[config.mk]
export PLATFORM = sky130hd
export DESIGN_NAME = mux4_sel_arbiter_flat
export DESIGN_NICKNAME = d
export VERILOG_FILES = /design/src/rtl/mux4_sel_arbiter_if.sv /design/src/rtl/mux4_sel_arbiter.sv /design/src/flat_wrapper.sv
export SDC_FILE = /design/constraint.sdc
export NUM_CORES = 1
export LEC_CHECK = 0
export ABC_AREA = 0
export BUFFER_PORTS_ARGS = -buffer_cell sky130_fd_sc_hd__buf_4
export CORE_MARGIN = 4
export CORE_UTILIZATION = 40
export DETAILED_ROUTE_END_ITERATION = 7
export GPL_ROUTABILITY_DRIVEN = 0
export PLACE_DENSITY_LB_ADDON = 0.12
export SETUP_SLACK_MARGIN = 0.02
export SLEW_MARGIN = 40
export SYNTH_ARGS = -nofsm -noshare
export SYNTH_HDL_FRONTEND = slang
export SYNTH_SLANG_ARGS = --single-unit
[constraint.sdc]
create_clock -name CK -period 2.9 [get_ports CK]
set_input_delay 0.145 -clock CK [delete_from_list [all_inputs] [get_ports CK]]
set_output_delay 0.145 -clock CK [all_outputs]
set_load 0.02 [all_outputs]
[src/rtl/mux4_sel_arbiter_if.sv]
// Request/grant bundle between the four mux requesters and the select arbiter.
// Requesters drive REQ/LAST/MASK; the arbiter drives the grant and mux selects.
interface mux4_sel_arbiter_if;
    logic [3:0] REQ;
    logic [3:0] LAST;
    logic [3:0] MASK;
    logic [3:0] GNT;
    logic       SL0;
    logic       SL1;
    logic       BUSY;

    modport master (
        output REQ,
        output LAST,
        output MASK,
        input  GNT,
        input  SL0,
        input  SL1,
        input  BUSY
    );

    modport slave (
        input  REQ,
        input  LAST,
        input  MASK,
        output GNT,
        output SL0,
        output SL1,
        output BUSY
    );
endinterface

[src/rtl/mux4_sel_arbiter.sv]
// Round-robin owner arbitration for a shared 4:1 select mux, with a burst cap
// so a streaming requester cannot starve the others. Grant and selects are registered.
module mux4_sel_arbiter #(
    parameter int MAXBURST = 4,
    parameter int CW       = 4
) (
    input logic               CK,
    input logic               RST,
    mux4_sel_arbiter_if.slave bus
);
    localparam logic [0:0]    IDLE      = 1'b0;
    localparam logic [0:0]    OWN       = 1'b1;
    localparam logic [CW-1:0] CNT_MAX   = {CW{1'b1}};
    localparam logic [CW:0]   BURST_LIM = (CW+1)'(MAXBURST);

    logic [0:0]    state;
    logic [1:0]    ptr;
    logic [1:0]    sel;
    logic [CW-1:0] cnt;
    logic [3:0]    gnt;
    logic          busy;

    logic [3:0]    elig;
    logic [3:0]    others;
    logic [1:0]    g;
    logic [CW:0]   cnt_plus1;
    logic          beat;
    logic          limit_hit;
    logic          release_own;
    logic [2:0]    idle_pick;
    logic [2:0]    hand_pick;

    // Returns {found, index}: first set bit of v scanning circularly from p.
    function automatic logic [2:0] pick(input logic [3:0] v, input logic [1:0] p);
        logic [2:0] r;
        logic [1:0] k;
        r = 3'b000;
        for (int i = 3; i >= 0; i--) begin
            k = p + 2'(i);
            if (v[k]) r = {1'b1, k};
        end
        return r;
    endfunction

    function automatic logic [3:0] onehot(input logic [1:0] idx);
        return 4'b0001 << idx;
    endfunction

    function automatic logic [CW-1:0] sat_inc(input logic [CW-1:0] c);
        return (c == CNT_MAX) ? c : c + CW'(1);
    endfunction

    always_comb begin
        elig      = bus.REQ & ~bus.MASK;
        g         = sel;
        others    = elig & ~onehot(g);
        cnt_plus1 = {1'b0, cnt} + (CW+1)'(1);
        beat      = (state == OWN) && bus.REQ[g];
        // The cap only bites when someone else is actually waiting.
        limit_hit = beat && (cnt_plus1 >= BURST_LIM) && (others != 4'b0000);
        release_own = !bus.REQ[g] || bus.MASK[g] || (beat && bus.LAST[g]) || limit_hit;
        idle_pick = pick(elig, ptr);
        hand_pick = pick(others, g + 2'd1);
    end

    always_ff @(posedge CK) begin
        if (RST) begin
            state <= IDLE;
            ptr   <= 2'd0;
            cnt   <= '0;
            gnt   <= 4'b0000;
            sel   <= 2'd0;
            busy  <= 1'b0;
        end else begin
            case (state)
                IDLE: begin
                    if (idle_pick[2]) begin
                        gnt   <= onehot(idle_pick[1:0]);
                        sel   <= idle_pick[1:0];
                        busy  <= 1'b1;
                        cnt   <= '0;
                        state <= OWN;
                    end
                end
                default: begin
                    if (release_own) begin
                        ptr <= g + 2'd1;
                        if (hand_pick[2]) begin
                            gnt <= onehot(hand_pick[1:0]);
                            sel <= hand_pick[1:0];
                            cnt <= '0;
                        end else begin
                            // sel is left alone so Z keeps the last owner's input.
                            gnt   <= 4'b0000;
                            busy  <= 1'b0;
                            state <= IDLE;
                        end
                    end else if (beat) begin
                        cnt <= sat_inc(cnt);
                    end
                end
            endcase
        end
    end

    assign bus.GNT  = gnt;
    assign bus.SL0  = sel[0];
    assign bus.SL1  = sel[1];
    assign bus.BUSY = busy;
endmodule

[src/flat_wrapper.sv]
// flat-port wrapper written by rule: the top's interface ports become plain ports
module mux4_sel_arbiter_flat 
#(
    parameter int MAXBURST = 4,
    parameter int CW       = 4
)
  (CK, RST, bus_REQ, bus_LAST, bus_MASK, bus_GNT, bus_SL0, bus_SL1, bus_BUSY);
  mux4_sel_arbiter_if bus_i ();
  input logic CK;
  input logic RST;
  input wire logic [$bits(bus_i.REQ)-1:0] bus_REQ;
  input wire logic [$bits(bus_i.LAST)-1:0] bus_LAST;
  input wire logic [$bits(bus_i.MASK)-1:0] bus_MASK;
  output wire logic [$bits(bus_i.GNT)-1:0] bus_GNT;
  output wire logic [$bits(bus_i.SL0)-1:0] bus_SL0;
  output wire logic [$bits(bus_i.SL1)-1:0] bus_SL1;
  output wire logic [$bits(bus_i.BUSY)-1:0] bus_BUSY;
  assign bus_i.REQ = bus_REQ;
  assign bus_i.LAST = bus_LAST;
  assign bus_i.MASK = bus_MASK;
  assign bus_GNT = bus_i.GNT;
  assign bus_SL0 = bus_i.SL0;
  assign bus_SL1 = bus_i.SL1;
  assign bus_BUSY = bus_i.BUSY;
  mux4_sel_arbiter #(.MAXBURST(MAXBURST), .CW(CW)) u_core (.CK(CK), .RST(RST), .bus(bus_i));
endmodule
* Word-level counts from Yosys, hierarchy flattened *
Cells that the tools add are included.

word-level totals
  bits in writable memories = 0
  latch bits = 0
  register bits after elaboration = 14
  output and inout port bits = 7
  memories kept = 0
  ROM bits = 0
  logic and storage cells = 106

cells by class
  shifts and indexed selects = 3
  order comparisons = 10
  multiply operators = 0
  div/mod/pow operators = 0
  $add $sub $neg = 9
  bitwise operators = 4
  equality and inequality tests = 7
  reductions and logical operators = 15
  multiplexer cells = 52

operator list
  kind                   count
  $mux W4                10
  $lt A2 B3 Y1 const B   9
  $mux W3                8
  $bmux W1 S2            11
  $mux W1                19
  $shl A1 B2 Y4 const A  3
  $ne A3 B3 Y1 const B   3
  $add A2 B2 Y2 const B  4
  $and A4 B4 Y4          2
  $mux W2                4
  $not A4 Y4             2
  $add A2 B1 Y2 const B  3
  $ne A2 B2 Y1 const B   3
  $reduce_and A3 Y1      2
  $add A4 B1 Y5 const B  1
  $ge A5 B3 Y1 const B   1
  $add A4 B1 Y4 const B  1
  $eq A4 B4 Y1 const B   1
  $logic_and A1 B1 Y1    4
  $reduce_and A2 Y1      2
  $reduce_and A4 Y1      1
  $reduce_bool A4 Y1     1
  $logic_or A1 B1 Y1     3
  $reduce_bool A2 Y1     1
  $logic_not A1 Y1       1

* Depth between registers and ports, before layout *
Gate-level depths: netlist of the first run.

  word-level depth = 13
  depth in mapped cells = 8

* Least setup slack after synthesis of the first run *
No wires, ideal clock.

  kind = flip-flop to flip-flop
  start point = reg u_core.sel[1], in the netlist u_core.g[1]
  end point = reg u_core.cnt[2]
  buffers on the path = 0
  period minus slack after synthesis = 2.223 ns
  arrival time = 2.109 ns
  required time = 2.786 ns
  setup time = 0.114 ns
  slack = 0.677 ns
  cell stages (with the launch flop) = 8
  cells stage by stage = dfxtp_1 > inv_1 > ha_1 > nor3b_1 > o41a_1 > a21boi_2 > a2111oi_0 > a21o_1

on the way
  longest elaborated chain between the ends = 11
  elaborated cells between the ends (all ways) = 40

RTL lines
  item                                                                    line                    text
  start, declared                                                         mux4_sel_arbiter.sv:18  logic [1:0] sel;
  start signal, assigned                                                  mux4_sel_arbiter.sv:79  sel <= idle_pick[1:0];
  start signal, assigned                                                  mux4_sel_arbiter.sv:90  sel <= hand_pick[1:0];
  parallel branches: the longest is 11 deep, another holds $add A2 B1 Y2  --
  end signal, assigned                                                    mux4_sel_arbiter.sv:99  cnt <= sat_inc(cnt);
  end, declared                                                           mux4_sel_arbiter.sv:19  logic [CW-1:0] cnt;

Parallel ways; which one is timed is not known. The select of a mux whose other input is x is not followed.
A chain may end at the register's enable or synchronous reset.

* Worst setup path in the final report of the first run *
  start point = reg u_core.sel[0], in the netlist u_core.g[0]
  end point = reg u_core.cnt[2]

The elaborated chain is that of the path after synthesis.

==> insert_results.sql, run 1 <==
INSERT INTO impl_metrics (metric_group, metric, value, unit) VALUES
('global_routing', 'grt_max_degree', '15', ''),
('worst_setup_path', 'worst_path_slowest_cell', 'sky130_fd_sc_hd__dfxtp_1', ''),
('timing', 'setup_slack', '0.332', 'ns'),
('finish', 'highest_count_cells_in_the_layout_ignoring_fill_and_taps', 'sky130_fd_sc_hd__buf_4, sky130_fd_sc_hd__dfxtp_1, sky130_fd_sc_hd__a21oi_1', ''),
('placed_design', 'io_buffers', '20', ''),
('worst_setup_path', 'timing.setup.critical_path_class', 'register to register', ''),
('synthesis', 'synth_fa_ha_area_share', '6.24', '%'),
('floorplan', 'floorplan.rows', '19', ''),
('synthesis', 'synth_cells', '136', ''),
('routing', 'drc_viols', '0', ''),
('finish', 'final_cells', '189', ''),
('outcome', 'status', 'complete, no violations', ''),
('worst_setup_path', 'cp_cell_sequence', 'inv_1 -> ha_1 -> nor3b_1 -> o41a_1 -> a21boi_2 -> a2111oi_0 -> a21o_1', ''),
('synthesis', 'synth-seq-area-share', '23.3', '%'),
('synthesis', 'syn-num-nets', '156', ''),
('synthesis', 'largest_family_of_logic_cells_by_synthesized_area', 'compound AO/OA/AOI/OAI gates', ''),
('worst_setup_path', 'worst_ep_arrival_time', '2.75', 'ns'),
('timing', 'period_minus_slack', '2.57', 'ns'),
('pwr', 'leakage', '0.541', 'nW'),
('synthesis', 'postSynth.topFlopCell', 'sky130_fd_sc_hd__dfxtp_1', ''),
('timing', 'clock_skew', '0.00324', 'ns'),
('synthesis', 'syn_area_per_cell', '8.84', 'um2'),
('finish', 'final_core_utilization', '50.4', '%'),
('placed_design', 'dpl.hpwl', '2430', 'um'),
('worst_setup_path', 'startpoint_type', 'register', ''),
('synthesis', 'synth_compound_area_share', '36.8', '%'),
('min_path', 'whs_endpoint', 'u_core.ptr[0]', ''),
('finish', 'insertedDiodeCount', '0', ''),
('pwr', 'power.net_switching', '0.264', 'mW'),
('pwr', 'worst_ir_drop_vdd', '0.233', 'mV'),
('pwr', 'power_density', '483', 'nW/um2'),
('routing', 'drt-total-wl', '3060', 'um'),
('worst_setup_path', 'critical_path.reg2reg.startpoint', 'u_core.g[0]', ''),
('floorplan', 'core_area', '2810', 'um2'),
('timing', 'worst_hold_slack', '0.0492', 'ns'),
('clocking', 'post_cts.repair.setup_buffers', '0', ''),
('synthesis', 'synth_simple_gate_area_share', '26.2', '%'),
('timing', 'achievable-frequency', '389', 'MHz'),
('worst_setup_path', 'cp_slowest_stage_delay', '0.64', 'ns'),
('synthesis', 'synth_top_cell_by_area', 'sky130_fd_sc_hd__dfxtp_1', ''),
('finish', 'layout-area-overhead-vs-synth', '17.5', '%'),
('placed_design', 'place_inst', '185', ''),
('routing', 'route.antenna.remaining_nets', '0', ''),
('synthesis', 'netlist-cell-type-count', '55', ''),
('synthesis', 'ys_ff_latch', '14', ''),
('clocking', 'cts_root_buffer', 'sky130_fd_sc_hd__clkbuf_4', ''),
('global_routing', 'wire_length_of_the_first_global_routing_pass', '5300', 'um'),
('synthesis', 'synth_largest_type_area_fraction', '23.3', '%'),
('clocking', 'htree_num_levels', '1', ''),
('pwr', 'combinationalPowerShare', '41.9', '%'),
('placed_design', 'place_area', '1380', 'um2'),
('clocking', 'cts_sinks', '14', ''),
('worst_setup_path', 'worst-r2r-cell-count', '7', ''),
('clocking', 'path_clk_slew', '0.09', 'ns'),
('clocking', 'tritoncts_clock_tree', 'done', ''),
('timing', 'final.setup.tns', '0', 'ns'),
('routing', 'detailroute.via_count', '1207', ''),
('global_routing', 'antenna_found_initial', '0', ''),
('worst_setup_path', 'worst-endpoint-required', '3.09', 'ns'),
('finish', 'final_layout_size_suffix_gt1_share', '22.2', '%'),
('run', 'drv_cap', '0', ''),
('timing', 'drv_slew', '0', ''),
('worst_setup_path', 'reg2reg_setup_slack', '0.33', 'ns'),
('routing', 'routed_wire_length_per_instance', '16.2', 'um'),
('clocking', 'cts_max_path_buffers', '2', ''),
('synthesis', 'count_of_yosys_warnings_during_synthesis', '0', ''),
('routing', 'post_drt_via_cell_ratio', '6.39', ''),
('routing', 'drt-initial-drc-count', '77', ''),
('pwr', 'internal_power', '0.419', 'mW'),
('pwr', 'p_seq_share', '37.3', '%'),
('timing', 'number_of_hold_slack_violations_in_the_final_timing_report', '0', '');
## sequential cells by signal, indices dropped and copies added (netlist names)
name	cells
u_core.bus.GNT	4
u_core.g	2
u_core.state	1
u_core.cnt	4
u_core.bus.BUSY	1
u_core.ptr	2
## power groups by stage
stage                     Sequential (mW)  Clock [mW]  Combinational (mW)
after CTS                           0.254       0.147               0.285
after floorplan                     0.264           0               0.186
after global placement              0.256           0               0.281
after global routing                0.260       0.157               0.314
final                               0.255       0.142               0.286
after detailed placement            0.258           0               0.284
## logic make-up after synthesis
family / count (synthesis)
buf+inv: 8
xor+xnor: 1
flops: 14
compound gates: 55
fa+ha+maj: 6
mux: 4
simple gates: 48
## metal layers
layer / track usage, % / vias to the layer above / part of all wire [%]
met3: 3.96 / 7 / 6.4
met2: 25.4 / 43 / 46
met1: 21.0 / 568 / 46
met4: 7.71 / 0 / 1.6
li1: - / 589 / -
met5: 0 / - / 0
## worst max-delay path: cells and delay by family (launching register included)
kind | cells | cell delay [ns]
simple gates | 1 | 0.35
fa+ha+maj | 1 | 0.25
flops | 1 | 0.64
buf+inv | 1 | 0.18
compound gates | 4 | 1.06
## cells in the mapped netlist (all sizes together) (4+ instances only)
master and instances:
or3b 6, nand2b 6, nand3b 5, ha 6
o41ai 4, nand2 8, a21oi 11, dfxtp 14
a21o 4, inv 5, nor3b 5, o21ai 4
a22oi 4
## worst max path at each step
stage / from / to / slack [ns] / depth (start not counted)
after global placement: u_core.g[0] / u_core.cnt[2] / 0.42 / 7
final: u_core.g[0] / u_core.cnt[2] / 0.33 / 7
after global routing: u_core.g[0] / u_core.cnt[1] / 0.03 / 7
after CTS: u_core.g[0] / u_core.cnt[2] / 0.34 / 7
after detailed placement: u_core.g[0] / u_core.cnt[2] / 0.36 / 7
after floorplan: u_core.g[1] / u_core.cnt[2] / 0.68 / 7
## layout make-up
| type | instances | area (um2) | area share [%] |
|---|---|---|---|
| inverters | 6 | 22.5 | 1.59 |
| repair buffers | 20 | 150 | 10.6 |
| multi-input cells | 114 | 885 | 62.6 |
| well taps | 31 | 38.8 | 2.75 |
| flip-flops and latches | 14 | 280 | 19.8 |
| clock buffers | 4 | 36.3 | 2.57 |
Note: power is estimated with default switching activity, not from simulation.
==> run 2: changes to the inputs <==
CELL_PAD_IN_SITES_DETAIL_PLACEMENT = 1   (was unset)
CELL_PAD_IN_SITES_GLOBAL_PLACEMENT = 2   (was unset)
CORE_UTILIZATION = 33   (was 40)
==> insert_results.sql, run 2 (same netlist as run 1, synthesis figures left out) <==
INSERT INTO impl_metrics (metric_group, metric, value, unit) VALUES
('min_path', 'hp-start', 'RST', ''),
('floorplan', 'die_height', '68.4', 'um'),
('finish', 'nNetsFinal', '179', ''),
('timing', 'clock_skew', '0.00524', 'ns'),
('worst_setup_path', 'worst_path_slowest_cell', 'sky130_fd_sc_hd__dfxtp_1', ''),
('floorplan', 'floorplan.rows', '21', ''),
('clocking', 'cts_max_path_buffers', '2', ''),
('placed_design', 'dpl.hpwl', '2870', 'um'),
('routing', 'route.antenna.remaining_nets', '0', ''),
('global_routing', 'antenna_found_initial', '0', ''),
('worst_setup_path', 'cp_cell_sequence', 'inv_1 -> ha_1 -> nor3b_1 -> o41a_1 -> a21boi_2 -> a2111oi_0 -> a21o_1', ''),
('global_routing', 'grt_pass1_vias', '1193', ''),
('clocking', 'tritoncts_clock_tree', 'done', ''),
('worst_setup_path', 'worst_ep_arrival_time', '2.69', 'ns'),
('timing', 'grt_setup_unrepaired', 'false', ''),
('routing', 'detail_route.first_pass.iterations', '4', ''),
('placed_design', 'place_inst', '200', ''),
('finish', 'final_layout_size_suffix_gt1_share', '22.3', '%'),
('worst_setup_path', 'critical_path.top_delay_family', 'compound AO/OA/AOI/OAI gates', ''),
('timing', 'period_minus_slack', '2.51', 'ns'),
('worst_setup_path', 'timing.critical_path.fanout_max', '9', ''),
('clocking', 'cts_root_buffer', 'sky130_fd_sc_hd__clkbuf_4', ''),
('worst_setup_path', 'critical_path.reg2reg.startpoint', 'u_core.g[1]', ''),
('timing', 'number_of_hold_slack_violations_in_the_final_timing_report', '0', ''),
('timing', 'achievable-frequency', '399', 'MHz'),
('finish', 'final_cells', '203', ''),
('timing', 'timing.final.setup_violations', '0', ''),
('pwr', 'power_density', '463', 'nW/um2'),
('worst_setup_path', 'cp_slowest_stage_delay', '0.48', 'ns'),
('run', 'drv_cap', '0', ''),
('global_routing', 'wire_length_of_the_first_global_routing_pass', '5680', 'um'),
('worst_setup_path', 'worst-endpoint-required', '3.08', 'ns'),
('floorplan', 'floorplan.die_area', '4670', 'um2'),
('placed_design', 'io_buffers', '20', ''),
('routing', 'drc_viols', '0', ''),
('finish', 'layout-area-overhead-vs-synth', '18.0', '%'),
('timing', 'drv_slew', '0', ''),
('clocking', 'htree_num_levels', '1', ''),
('floorplan', 'die-width', '68.4', 'um'),
('timing', 'worst-slew-pin-transition', '0.615', 'ns'),
('global_routing', 'grt_max_degree', '15', ''),
('clocking', 'cts_made_buffers', '3', ''),
('worst_setup_path', 'timing.critical_path.buf_inv', '1', ''),
('pwr', 'leakage', '0.534', 'nW'),
('timing', 'final.setup.tns', '0', 'ns'),
('clocking', 'ctsHoldBuffers', '0', ''),
('global_routing', 'global_route.usage.total', '16.2', '%'),
('finish', 'insertedDiodeCount', '0', ''),
('worst_setup_path', 'timing.setup.critical_path_class', 'register to register', ''),
('routing', 'drt-initial-drc-count', '35', ''),
('worst_setup_path', 'worst_setup_path_end_kind', 'register', ''),
('timing', 'final.period_utilization', '86.4', '%'),
('routing', 'detailroute.via_count', '1177', ''),
('clocking', 'post_cts.repair.setup_buffers', '0', ''),
('clocking', 'path_clk_slew', '0.08', 'ns'),
('min_path', 'hold_path_class', 'input pin to register', ''),
('routing', 'post_drt_via_cell_ratio', '5.80', ''),
('clocking', 'clk-insertion-delay-late', '0.28', 'ns'),
('clocking', 'cts_sinks', '14', ''),
('worst_setup_path', 'crit_start', 'u_core.g[1]', ''),
('outcome', 'status', 'complete, no violations', ''),
('floorplan', 'design.portCount', '21', ''),
('global_routing', 'globalRoute.totalOverflow', '0', ''),
('routing', 'drt-total-wl', '3530', 'um'),
('routing', 'routed_wire_length_per_instance', '17.4', 'um'),
('worst_setup_path', 'startpoint_type', 'register', ''),
('floorplan', 'starting_density_of_the_core', '35.2', '%'),
('finish', 'final_common_cell', 'sky130_fd_sc_hd__buf_4', ''),
('finish', 'highest_count_cells_in_the_layout_ignoring_fill_and_taps', 'sky130_fd_sc_hd__buf_4, sky130_fd_sc_hd__dfxtp_1, sky130_fd_sc_hd__a21oi_1', ''),
('floorplan', 'core_area', '3420', 'um2'),
('pwr', 'worst_ir_drop_vdd', '0.222', 'mV'),
('timing', 'slew_headroom', '58.5', '%');
[run 2: area by class of cell]
| class | count | area (um2) |
|---|---|---|
| Multi-Input combinational cell | 114 | 885 |
| Timing Repair Buffer | 20 | 150 |
| Sequential cell | 14 | 282 |
| Fill cell | 438 | 2000 |
| Inverter | 6 | 22.5 |
| Clock buffer | 3 | 22.5 |
| Tap cell | 46 | 57.6 |
[run 2: layer usage]
| metal | routed length [um] | track usage (%) | up-vias |
|---|---|---|---|
| li1 | - | - | 584 |
| met5 | 0 | 0 | - |
| met2 | 1680 | 26.7 | 19 |
| met4 | 9 | 2.98 | 0 |
| met1 | 1700 | 21.7 | 572 |
| met3 | 132 | 3.28 | 2 |
[run 2: what timing repair did]
action                     CTS  global route
gates resized for setup      0             1
setup endpoints to repair    0             4
hold endpoints to repair     0             0
[run 2: final timing paths]
path                                         to  slack [ns]  depth (start not counted)
worst max-delay path              u_core.cnt[2]        0.39                          7
worst min-delay path            u_core.bus.BUSY        0.04                          2
worst max register to register    u_core.cnt[2]        0.39                          7
worst min register to register    u_core.cnt[3]        0.48                          1
[run 2: worst register-to-register path, stage by stage, from the launching register on]
cell,delay [ns]
sky130_fd_sc_hd__dfxtp_1,0.48
sky130_fd_sc_hd__inv_1,0.16
sky130_fd_sc_hd__ha_1,0.24
sky130_fd_sc_hd__nor3b_1,0.44
sky130_fd_sc_hd__o41a_1,0.38
sky130_fd_sc_hd__a21boi_2,0.42
sky130_fd_sc_hd__a2111oi_0,0.13
sky130_fd_sc_hd__a21o_1,0.17
[run 2: through the flow]
| step | setup slack (ns) | utilization, % | hold slack (ns) | instance area, um2 | total power, mW |
|---|---|---|---|---|---|
| 2_1_floorplan | 0.677 | - | 0.214 | 1200 | 0.451 |
| 3_3_place_gp | 0.364 | 40.8 | 0.331 | 1400 | 0.546 |
| 3_5_place_dp | 0.265 | 40.8 | 0.337 | 1400 | 0.551 |
| 4_1_cts | 0.252 | 41.5 | 0.0296 | 1420 | 0.664 |
| 5_1_grt | 0.134 | 41.5 | 0.0374 | 1420 | 0.704 |
| 6_report | 0.393 | 41.5 | 0.0438 | 1420 | 0.657 |
[run 2: power breakdown]
part	switching, mW	internal (mW)	leakage [nW]
clock network	0.0603	0.0482	0.0138
logic	0.168	0.125	0.405
registers	0.0371	0.218	0.115
==> run 3: changes to the inputs <==
PLACE_DENSITY = 0.74   (was unset)
PLACE_DENSITY_LB_ADDON = unset   (was 0.12)
==> insert_results.sql, run 3 (same netlist as run 1, synthesis figures left out) <==
INSERT INTO impl_metrics (metric_group, metric, value, unit) VALUES
('global_routing', 'antenna_found_initial', '0', ''),
('global_routing', 'grt_pass1_vias', '1223', ''),
('finish', 'final_common_cell', 'sky130_fd_sc_hd__buf_4', ''),
('timing', 'number_of_hold_slack_violations_in_the_final_timing_report', '0', ''),
('worst_setup_path', 'timing.critical_path.fanout_max', '14', ''),
('worst_setup_path', 'startpoint_type', 'register', ''),
('global_routing', 'wire_length_of_the_first_global_routing_pass', '5730', 'um'),
('global_routing', 'grt_max_degree', '15', ''),
('timing', 'slew_headroom', '59.0', '%'),
('pwr', 'combinationalPowerShare', '43.0', '%'),
('clocking', 'cts_sinks', '14', ''),
('finish', 'final_layout_size_suffix_gt1_share', '22.2', '%'),
('pwr', 'leakage', '0.541', 'nW'),
('timing', 'achievable-frequency', '381', 'MHz'),
('placed_design', 'dpl.hpwl', '2970', 'um'),
('timing', 'final.setup.tns', '0', 'ns'),
('clocking', 'clk-insertion-delay-late', '0.27', 'ns'),
('pwr', 'post-layout-total-power', '0.688', 'mW'),
('routing', 'routed_wire_length_per_instance', '17.7', 'um'),
('pwr', 'power.net_switching', '0.269', 'mW'),
('finish', 'highest_count_cells_in_the_layout_ignoring_fill_and_taps', 'sky130_fd_sc_hd__buf_4, sky130_fd_sc_hd__dfxtp_1, sky130_fd_sc_hd__a21oi_1', ''),
('clocking', 'cts_made_buffers', '3', ''),
('pwr', 'clock_share_of_power', '20.0', '%'),
('routing', 'drt-initial-drc-count', '68', ''),
('worst_setup_path', 'worst-endpoint-required', '3.07', 'ns'),
('finish', 'layout-area-overhead-vs-synth', '19.0', '%'),
('clocking', 'cts_max_path_buffers', '2', ''),
('timing', 'clock_skew', '0.00580', 'ns'),
('routing', 'post_drt_via_cell_ratio', '5.90', ''),
('timing', 'grt_setup_unrepaired', 'false', ''),
('floorplan', 'starting_density_of_the_core', '35.2', '%'),
('pwr', 'swShare', '39.1', '%'),
('floorplan', 'floorplan.rows', '21', ''),
('clocking', 'path_clk_slew', '0.09', 'ns'),
('floorplan', 'die_height', '68.4', 'um'),
('timing', 'period_minus_slack', '2.62', 'ns'),
('timing', 'worst-slew-pin-transition', '0.607', 'ns'),
('floorplan', 'design.portCount', '21', ''),
('placed_design', 'io_buffers', '20', ''),
('routing', 'route.antenna.remaining_nets', '0', ''),
('floorplan', 'floorplan.die_area', '4670', 'um2'),
('timing', 'drv_slew', '0', ''),
('finish', 'insertedDiodeCount', '0', ''),
('floorplan', 'die-width', '68.4', 'um'),
('floorplan', 'core_area', '3420', 'um2'),
('clocking', 'htree_num_levels', '1', ''),
('worst_setup_path', 'worst_ep_arrival_time', '2.80', 'ns'),
('routing', 'detailroute.via_count', '1203', ''),
('min_path', 'hold_path_class', 'input pin to register', ''),
('pwr', 'p_seq_share', '37.0', '%'),
('routing', 'drc_viols', '0', ''),
('clocking', 'post_cts.repair.setup_buffers', '0', ''),
('run', 'drv_cap', '0', ''),
('worst_setup_path', 'worst_setup_path_end_kind', 'register', ''),
('outcome', 'status', 'complete, no violations', ''),
('global_routing', 'globalRoute.totalOverflow', '0', ''),
('worst_setup_path', 'timing.setup.critical_path_class', 'register to register', ''),
('routing', 'drt-total-wl', '3610', 'um'),
('pwr', 'internal_power', '0.419', 'mW'),
('timing', 'timing.final.setup_violations', '0', ''),
('pwr', 'power_density', '480', 'nW/um2'),
('global_routing', 'global_route.usage.total', '16.4', '%'),
('clocking', 'ctsResizeCount', '0', ''),
('clocking', 'ctsHoldBuffers', '0', ''),
('finish', 'nNetsFinal', '179', ''),
('finish', 'fillers', '427', ''),
('timing', 'final.period_utilization', '90.5', '%'),
('routing', 'detail_route.first_pass.iterations', '4', ''),
('pwr', 'worst_ir_drop_vdd', '0.250', 'mV'),
('clocking', 'cts_root_buffer', 'sky130_fd_sc_hd__clkbuf_4', ''),
('clocking', 'tritoncts_clock_tree', 'done', '');
run 3: changes by cell type in the layout (fill, tap and decap cells not counted), sizes merged:
cell    before  now
clkbuf       3    4
run 3: area by class of cell:
| cell class | count | area (um2) | area share (%) |
|---|---|---|---|
| clock buffers | 4 | 36.3 | 2.53 |
| inverters | 6 | 22.5 | 1.57 |
| multi-input cells | 114 | 885 | 61.8 |
| flip-flops and latches | 14 | 280 | 19.6 |
| well taps | 46 | 57.6 | 4.02 |
| repair buffers | 20 | 150 | 10.5 |
run 3: worst paths after layout:
path                        end  slack (ns)  depth (start not counted)          start
hold reg to reg   u_core.cnt[3]        0.48                          1  u_core.cnt[3]
setup / recovery  u_core.cnt[1]        0.28                          7    u_core.g[0]
setup reg to reg  u_core.cnt[1]        0.28                          7    u_core.g[0]
hold / removal    u_core.ptr[0]        0.06                          2            RST
run 3: metrics by stage:
| stage | setup slack, ns | instance area, um2 | instances | hold slack, ns | util (%) |
|---|---|---|---|---|---|
| 5_1_grt | 0.0846 | 1430 | 204 | 0.0475 | 41.9 |
| 2_1_floorplan | 0.677 | 1200 | 136 | 0.214 | - |
| 3_5_place_dp | 0.320 | 1400 | 200 | 0.359 | 40.8 |
| 6_report | 0.276 | 1430 | 204 | 0.0627 | 41.9 |
| 3_3_place_gp | 0.335 | 1400 | 200 | 0.358 | 40.8 |
| 4_1_cts | 0.326 | 1430 | 204 | 0.0555 | 41.9 |
run 3: power groups by stage:
stage               Combinational, mW  Clock [mW]  Sequential (mW)
detailed placement              0.292           0            0.259
floorplan                       0.186           0            0.264
CTS                             0.294       0.146            0.255
global route                    0.320       0.154            0.261
finish                          0.296       0.137            0.255
global placement                0.294           0            0.259
run 3: worst max-delay path, cell delays in order (launching register included):
cell and delay, ns:
sky130_fd_sc_hd__dfxtp_1 0.66, sky130_fd_sc_hd__inv_1 0.18, sky130_fd_sc_hd__ha_1 0.26, sky130_fd_sc_hd__nor3b_1 0.36
sky130_fd_sc_hd__o41a_1 0.34, sky130_fd_sc_hd__a21boi_2 0.42, sky130_fd_sc_hd__or3_1 0.22, sky130_fd_sc_hd__o2bb2ai_1 0.08
run 3: metal layers:
| layer | global-route usage [%] | wire length [um] | vias to the layer above |
|---|---|---|---|
| li1 | - | - | 588 |
| met1 | 21.0 | 1620 | 579 |
| met2 | 29.0 | 1770 | 34 |
| met3 | 1.97 | 202 | 2 |
| met4 | 3.47 | 17 | 0 |
| met5 | 0 | 0 | - |
